<file path="config.mk">
export PLATFORM = sky130hd
export DESIGN_NAME = rst_seq_release
export DESIGN_NICKNAME = d
export VERILOG_FILES = /design/src/rtl/rst_seq_pkg.sv /design/src/rtl/rst_sync_n.sv /design/src/rtl/rst_seq_release.sv
export SDC_FILE = /design/constraint.sdc
export NUM_CORES = 1
export LEC_CHECK = 0
export ABC_AREA = 1
export CAP_MARGIN = 10
export CORE_MARGIN = 1.5
export CORE_UTILIZATION = 40
export DETAILED_ROUTE_END_ITERATION = 12
export PLACE_DENSITY = 0.7
export SLEW_MARGIN = 20
export SYNTH_ARGS = -nofsm -noshare
export SYNTH_HDL_FRONTEND = slang
export SYNTH_HIERARCHICAL = 1
export SYNTH_SLANG_ARGS = --single-unit
</file>
<file path="constraint.sdc">
create_clock -name clk -period 1.4 [get_ports clk]
set_input_delay 0.35 -clock clk [delete_from_list [all_inputs] [get_ports clk]]
set_output_delay 0.35 -clock clk [all_outputs]
set_load 0.02 [all_outputs]
</file>
<file path="src/rtl/rst_seq_pkg.sv">
// Shared types and default constants for the staggered reset-release sequencer.
package rst_seq_pkg;

    // Sequencer states; the encoding is exported on state_o for debug.
    typedef enum logic [2:0] {
        ST_HOLD    = 3'd0,
        ST_RELEASE = 3'd1,
        ST_CHECK   = 3'd2,
        ST_RUN     = 3'd3,
        ST_FAIL    = 3'd4
    } state_e;

    localparam int unsigned DATA_W_DEFAULT   = 24;
    localparam logic [23:0] EXPECTED_DEFAULT = 24'hC0FFEE;

endpackage : rst_seq_pkg

</file>
<file path="src/rtl/rst_sync_n.sv">
// Reset synchronizer: asserts asynchronously with rst_n, deasserts after
// SYNC_STAGES clock edges so downstream logic sees a clean release.
module rst_sync_n #(
    parameter int unsigned SYNC_STAGES = 2
) (
    input  logic clk,
    input  logic rst_n,
    output logic rst_sync_n
);

    logic [SYNC_STAGES-1:0] sync_q;

    // Shift a one in after rst_n rises; clear the whole chain on assertion.
    always_ff @(posedge clk or negedge rst_n) begin
        if (!rst_n) begin
            sync_q <= '0;
        end else begin
            sync_q <= {sync_q[SYNC_STAGES-2:0], 1'b1};
        end
    end

    assign rst_sync_n = sync_q[SYNC_STAGES-1];

endmodule : rst_sync_n

</file>
<file path="src/rtl/rst_seq_release.sv">
// Staggered domain reset release with post-release result check.
// Optional build macro: RST_SEQ_ZERO_CHECK_EN -- while domain 0 is still in
// reset the result word must read zero, otherwise the sequence ends in FAIL.
module rst_seq_release
    import rst_seq_pkg::*;
#(
    parameter int unsigned       SYNC_STAGES    = 2,
    parameter int unsigned       NUM_DOMAINS    = 3,
    parameter int unsigned       STAGGER_CYCLES = 16,
    parameter int unsigned       DATA_W         = DATA_W_DEFAULT,
    parameter logic [DATA_W-1:0] EXPECTED       = DATA_W'(EXPECTED_DEFAULT),
    parameter int unsigned       CHECK_TIMEOUT  = 8
) (
    input  logic                   clk,
    input  logic                   rst_n,
    input  logic                   sw_rst_req,
    input  logic [DATA_W-1:0]      result_in,
    output logic [NUM_DOMAINS-1:0] dom_rst,
    output logic                   ready,
    output logic                   check_fail,
    output logic [2:0]             state_o
);

    localparam int unsigned CNT_W  = (STAGGER_CYCLES > 1) ? $clog2(STAGGER_CYCLES) : 1;
    localparam int unsigned IDX_W  = (NUM_DOMAINS > 1)    ? $clog2(NUM_DOMAINS)    : 1;
    localparam int unsigned TCNT_W = (CHECK_TIMEOUT > 1)  ? $clog2(CHECK_TIMEOUT)  : 1;

    logic                   rst_synced_n;
    logic                   zero_fail_c;

    state_e                 state_q,      state_d;
    logic [CNT_W-1:0]       cnt_q,        cnt_d;
    logic [IDX_W-1:0]       idx_q,        idx_d;
    logic [TCNT_W-1:0]      tcnt_q,       tcnt_d;
    logic [NUM_DOMAINS-1:0] dom_rst_q,    dom_rst_d;
    logic                   ready_q,      ready_d;
    logic                   check_fail_q, check_fail_d;

    rst_sync_n #(
        .SYNC_STAGES (SYNC_STAGES)
    ) u_rst_sync (
        .clk         (clk),
        .rst_n       (rst_n),
        .rst_sync_n  (rst_synced_n)
    );

`ifdef RST_SEQ_ZERO_CHECK_EN
    logic zero_err_q, zero_err_d;
    logic zero_now_c;

    assign zero_now_c  = (state_q == ST_RELEASE) && dom_rst_q[0] && (result_in != '0);
    assign zero_fail_c = zero_err_q | zero_now_c;

    // Remember any nonzero sample seen during the current release pass.
    always_comb begin
        zero_err_d = 1'b0;
        if (state_q == ST_RELEASE) begin
            zero_err_d = zero_err_q | zero_now_c;
        end
    end

    // Zero-check error flag register.
    always_ff @(posedge clk or negedge rst_n) begin
        if (!rst_n) begin
            zero_err_q <= 1'b0;
        end else begin
            zero_err_q <= zero_err_d;
        end
    end
`else
    assign zero_fail_c = 1'b0;
`endif

    // State and datapath registers; rst_n aborts any sequence in progress.
    always_ff @(posedge clk or negedge rst_n) begin
        if (!rst_n) begin
            state_q      <= ST_HOLD;
            cnt_q        <= '0;
            idx_q        <= '0;
            tcnt_q       <= '0;
            dom_rst_q    <= '1;
            ready_q      <= 1'b0;
            check_fail_q <= 1'b0;
        end else begin
            state_q      <= state_d;
            cnt_q        <= cnt_d;
            idx_q        <= idx_d;
            tcnt_q       <= tcnt_d;
            dom_rst_q    <= dom_rst_d;
            ready_q      <= ready_d;
            check_fail_q <= check_fail_d;
        end
    end

    // Next-state and registered-output logic.
    always_comb begin
        state_d      = state_q;
        cnt_d        = cnt_q;
        idx_d        = idx_q;
        tcnt_d       = tcnt_q;
        dom_rst_d    = dom_rst_q;
        ready_d      = ready_q;
        check_fail_d = check_fail_q;

        unique case (state_q)
            ST_HOLD: begin
                dom_rst_d = '1;
                ready_d   = 1'b0;
                if (rst_synced_n) begin
                    state_d = ST_RELEASE;
                    cnt_d   = '0;
                    idx_d   = '0;
                    tcnt_d  = '0;
                end
            end

            ST_RELEASE: begin
                if (cnt_q == CNT_W'(STAGGER_CYCLES - 1)) begin
                    cnt_d     = '0;
                    dom_rst_d = dom_rst_q & ~(NUM_DOMAINS'(1) << idx_q);
                    idx_d     = idx_q + IDX_W'(1);
                    if (idx_q == IDX_W'(NUM_DOMAINS - 1)) begin
                        idx_d  = '0;
                        tcnt_d = '0;
                        if (zero_fail_c) begin
                            state_d      = ST_FAIL;
                            dom_rst_d    = '1;
                            check_fail_d = 1'b1;
                        end else begin
                            state_d = ST_CHECK;
                        end
                    end
                end else begin
                    cnt_d = cnt_q + CNT_W'(1);
                end
            end

            ST_CHECK: begin
                // A match on the timeout cycle still counts as a pass.
                if (result_in == EXPECTED) begin
                    state_d = ST_RUN;
                    ready_d = 1'b1;
                    tcnt_d  = '0;
                end else if (tcnt_q == TCNT_W'(CHECK_TIMEOUT - 1)) begin
                    state_d      = ST_FAIL;
                    dom_rst_d    = '1;
                    check_fail_d = 1'b1;
                    tcnt_d       = '0;
                end else begin
                    tcnt_d = tcnt_q + TCNT_W'(1);
                end
            end

            ST_RUN: begin
                ready_d   = 1'b1;
                dom_rst_d = '0;
                if (sw_rst_req) begin
                    state_d   = ST_RELEASE;
                    dom_rst_d = '1;
                    ready_d   = 1'b0;
                    cnt_d     = '0;
                    idx_d     = '0;
                    tcnt_d    = '0;
                end
            end

            ST_FAIL: begin
                dom_rst_d    = '1;
                ready_d      = 1'b0;
                check_fail_d = 1'b1;
                if (sw_rst_req) begin
                    state_d = ST_RELEASE;
                    cnt_d   = '0;
                    idx_d   = '0;
                    tcnt_d  = '0;
                end
            end

            default: begin
                state_d   = ST_HOLD;
                dom_rst_d = '1;
                ready_d   = 1'b0;
                cnt_d     = '0;
                idx_d     = '0;
                tcnt_d    = '0;
            end
        endcase
    end

    assign dom_rst    = dom_rst_q;
    assign ready      = ready_q;
    assign check_fail = check_fail_q;
    assign state_o    = state_q;

endmodule : rst_seq_release

</file>
---- After elaboration in Yosys (flattened, before gate mapping) ----
Cells that the tools add are included.
cells by class
  reductions and logical operators ........ 10
  eq/ne operators ......................... 16
  mux-type cells .......................... 34
  bitwise operators ....................... 4
  shift operators ......................... 1
  add/subtract/negate cells ............... 3
operators by type and width
  operator                                                               count
  3-bit 2-to-1 mux                                                       16
  24-bit equality test, second input constant                            1
  3-bit case mux with 4 select lines                                     2
  4-bit case mux with 4 select lines                                     1
  4-bit 2-to-1 mux                                                       3
  2-bit != test, second input constant                                   5
  3-bit case mux with 3 select lines                                     1
  3-bit AND reduction                                                    3
  2-bit 2-to-1 mux                                                       4
  2-bit case mux with 4 select lines                                     1
  4-bit AND reduction                                                    2
  3-bit by 2-bit equality test with 1-bit output, second input constant  2
  3-bit equality test, second input constant                             2
  5-bit AND reduction                                                    1
  4-bit by 1-bit adder with 4-bit output, second input constant          1
  4-bit equality test, second input constant                             1
  1-bit 2-to-1 mux                                                       4
  2-bit by 1-bit != test with 1-bit output, second input constant        2
  3-bit by 1-bit adder with 3-bit output, second input constant          1
  3-bit AND                                                              1
  3-bit by 1-bit equality test with 1-bit output, second input constant  1
  3-bit logical NOT                                                      1
  3-bit != test, second input constant                                   1
  3-bit inverter                                                         1
  other kinds (9)                                                        10
storage, ports and cells
  output and inout bits ................... 8
  bits in registers ....................... 19
  bits of input ports ..................... 27
  logic and storage cells ................. 76

---- Logic depth before layout (Yosys ltp) ----
  depth in word-level cells ............... 5
  gate-level depth with buffers ........... 10
  depth with buffers taken out ............ 10

---- Modules after synthesis ----
The synthesis kept the hierarchy.
by module, submodules not included
  module           times used  area an instance (sq um)  sequential area each (sq um)  cells each
  rst_seq_release  1           1123.6                    429.2                         153
  rst_sync_n       1           53.8                      50.0                          3

---- Least setup slack after synthesis ----
OpenSTA, ideal clock, no wires.
  path kind ............................... reg2reg
  from .................................... register state_q[1] (netlist: state_o[1])
  to ...................................... register state_q[1] (netlist: state_o[1])
  arrival time ............................ 1.266 ns
  path buffers ............................ 0
  stages on the path, launching flop included .. 10
  slack ................................... 0.017 ns
  setup time .............................. 0.117 ns
  period minus slack after synthesis ...... 1.383 ns
  required time ........................... 1.283 ns
  cell sequence ........................... dfrtp_1 > inv_1 > nand2_4 > inv_6 > nand2_8 > nand2_4 > nor2_4 > nand2_2 > nand2_1 > nand2_1
on the way
  word-level cells in the longest chain between the ends .. 4
  elaborated cells between the ends (all ways) .. 13
  classes of those cells .................. eq/ne: 9; mux: 1; reduce/logical: 3
ends and longest elaborated chain
  element                                                                                       RTL line                source
  start: declaration                                                                            rst_seq_release.sv:31   state_e state_q, state_d;
  start signal: assignment                                                                      rst_seq_release.sv:85   state_q <= state_d;
  3-bit equality test / 3-bit by 2-bit equality test with 1-bit output (equally long branches)  rst_seq_release.sv:105  unique case (state_q)
  2-bit OR reduction (no source line)                                                           -
  2-bit by 1-bit != test with 1-bit output (no source line)                                     -
  5-bit AND reduction (no source line)                                                          -
Several ways; a longest one is shown, not always the timed one.
A chain may end at the register's enable or synchronous reset.

---- Final worst setup path ----
  from .................................... register state_q[2] (netlist: state_o[2])
  to ...................................... register state_q[2] (netlist: state_o[2])
Same word-level chain as after synthesis.

==> flow_metrics.tcl <==
set metrics [dict create \
    reg2reg_slack_ps -3 \
    critPathKind "flop to flop" \
    finalMaxSlewViolations 0 \
    rows 19 \
    grt_overflow 0 \
    crit_start "state_o[2]$_DFFE_PN0P_" \
    dp_cells 232 \
    clk_pin_slew_ps 120 \
    failed_checks "setup timing" \
    ir_drop_v 0.00144 \
    htree_num_levels 1 \
    tns_ps -2.65 \
    grt_pass1_vias 1201 \
    synth_top_cells_by_count "57 x nand2_1, 16 x dfrtp_1, 15 x nor2_1, 14 x nand3_1, 12 x inv_1" \
    required_ps 1650 \
    die_x_um 57.3 \
    hold_violations 0 \
    leakagePower_nw 0.957 \
    endpoint "state_o[2]$_DFFE_PN0P_" \
    syn_nets 186 \
    syn_area_um2 1180 \
    antenna_found_initial 0 \
    drive_gt1_share_pct 35.9 \
    initial_core_util_pct 42.3 \
    holdWs_ps 359 \
    clock_latency_ps 300 \
    yosysWarningCount 6 \
    io_buffers 34 \
    r2r-start "state_o[2]$_DFFE_PN0P_" \
    core_area_um2 2780 \
    hold_class "input port to asynchronous set/reset pin" \
    max-clock-path-buffers 2 \
    critical_path_buf_inv_count 2 \
    crit_fanout 6 \
    drt_iter0_drc 31 \
    ys_seq_area_share_pct 40.7 \
    ys.flop_type "dfrtp_1" \
    ys_ff_latch 19 \
    cts_root_buffer "clkbuf_4" \
    synth_edf_count 0 \
    reg2reg_to "state_o[2]$_DFFE_PN0P_" \
    synth_area_per_cell_um2 7.55 \
    rsz0062_at_grt "true" \
    fmax_mhz 713 \
    clock_skew_ps 2.92 \
    numCtsBuffers 3 \
    ys_types 22 \
    rr_worst_depth 10 \
    die_h_um 57.3 \
    wl_per_cell_um 13.1 \
    drt_pass1_iterations 4 \
    yosys.area.top_type_share_pct 34.0 \
    fin_crit_ps 1400 \
    num-fill-cells 219 \
    drcViolationCount 0 \
    wirelength_mm 3.24 \
    dp_hpwl_mm 2.29 \
    period_share_pct 100 \
    synth_most_common_cell "nand2_1" \
    path_delay_family "simple AND/OR/NAND/NOR gates" \
    fin_nets 248 \
    grt_pass1_wl_mm 5.02 \
    globalplace.congestion 0.866 \
    synthTopCellsByArea "dfrtp_1 34%, nand2_1 18%, dfstp_2 6.7%" \
    cp.depth 10 \
    syn_inst 156 \
    stdcell_count 248 \
    synth_top_area_cell "dfrtp_1" \
    cts_sinks 19 \
    area_growth_syn_to_layout_pct 60.5 \
    status "finished, violations left" \
    grt_max_degree 20 \
    setup_viol 1 \
    cts_tree "yes" \
    fp.dieArea_um2 3280 \
    worstPathCellList "buf_6 -> nor2_4 -> nand2_4 -> inv_8 -> nand2_8 -> nand2_4 -> nor2_4 -> nand2_2 -> nand2_1 -> nand2_2" \
    cp-end-kind "flop" \
    startpoint_type "flop" \
    setup_slack_ps -2.65 \
    worstPathArrival_ps 1660 \
    cp_slowest_cell "dfrtp_1" \
    worst_path_largest_cell_delay_ps 410 \
    cap_violations 0 \
    io_pins 35 \
    gr-usage-all-layers_pct 19.7 \
    ant_nets 0 \
    power_density_nw_per_um2 1720 \
    drt-vias-per-instance 5.12 \
    ctsHoldBuffers 0 \
    async_flop_share_pct 100 \
    vias 1270 \
    antenna_cells 0 \
    post-route-util_pct 67.9 \
]
-- layout make-up --
cell class	count	area (um2)	area share (%)
inverters	15	66.3	3.51
flip-flops and latches	19	480	25.4
clock inverters	1	5.00	0.265
multi-input cells	123	751	39.7
clock buffers	3	22.5	1.19
repair buffers	56	526	27.8
well taps	31	38.8	2.05
-- layer usage --
layer | wire (um) | share of wire (%) | track usage (%) | up-vias
met1 | 1420 | 44 | 23.7 | 611
li1 | - | - | - | 620
met4 | 42 | 1.3 | 6.31 | 0
met3 | 92 | 2.8 | 3.17 | 7
met5 | 0 | 0 | 0 | -
met2 | 1680 | 52 | 35.6 | 32
-- cell families (layout without fill, tap and decap cells) --
group,after synthesis,in the layout,synth area share [%]
and+or+nand+nor,106,107,45.3
adders and majority gates,3,3,3.19
other,1,1,0.319
AOI/OAI and AO/OA,12,12,5.31
DFF,19,19,40.7
buffers and inverters,15,75,5.21
-- metrics by stage --
stage | setup WS, ps | cell area (um2) | power, mW
after floorplan | 17.0 | 1180 | 1.97
after global placement | -326 | 1650 | 2.55
after detailed placement | -349 | 1650 | 2.61
after CTS | 1.88 | 1680 | 2.91
after global routing | -48.2 | 1890 | 3.47
final | -2.65 | 1890 | 3.26
-- flip-flops by register name, summed over array words and instances, names as in the netlist --
name and cells:
cnt_q 4, dom_rst 3, state_o 3, tcnt_q 3, idx_q 2, u_rst_sync/sync_q 2, check_fail 1, ready 1
-- cell usage in the layout, fill, tap and decap left out, types with 3 or more instances in the layout --
master,netlist,routed
buf_2,0,3
buf_4,0,17
buf_6,0,4
clkbuf_4,0,3
clkdlybuf4s50_1,0,21
dfrtp_1,16,15
dfstp_2,3,3
dlymetal6s2s_1,0,5
inv_1,12,10
inv_2,2,3
nand2_1,57,46
nand2_2,1,12
nand2_4,4,5
nand3_1,14,11
nand3_2,2,3
nand3_4,1,3
nand4_1,5,5
nor2_1,15,9
nor2_4,3,8
o21ai_0,7,7
or2_2,3,3
-- what timing repair did --
item	in CTS	in global routing
pin swaps	3	18
setup endpoints to repair	18	20
resized for setup	25	41
setup buffers	1	10
cloned	0	1
-- power by group --
part           switching (mW)  internal [mW]  total, mW
Sequential              0.130          0.752      0.882
Clock                   0.184          0.107      0.291
Combinational            1.15          0.931       2.08
Total                    1.47           1.79       3.26
-- how the worst min path moves through the flow --
stage          depth (start not counted)                      startpoint                        endpoint  slack, ps
3_5_place_dp                           0  u_rst_sync/sync_q[0]$_DFF_PN0_  u_rst_sync/sync_q[1]$_DFF_PN0_        340
3_3_place_gp                           0  u_rst_sync/sync_q[0]$_DFF_PN0_  u_rst_sync/sync_q[1]$_DFF_PN0_        340
5_1_grt                                0  u_rst_sync/sync_q[0]$_DFF_PN0_  u_rst_sync/sync_q[1]$_DFF_PN0_        380
4_1_cts                                2                           rst_n            idx_q[0]$_DFFE_PN0P_        360
6_report                               2                           rst_n            idx_q[0]$_DFFE_PN0P_        360
2_1_floorplan                          0                           rst_n          check_fail$_DFFE_PN0P_         50
No activity file was read; power rests on OpenSTA's default activity.
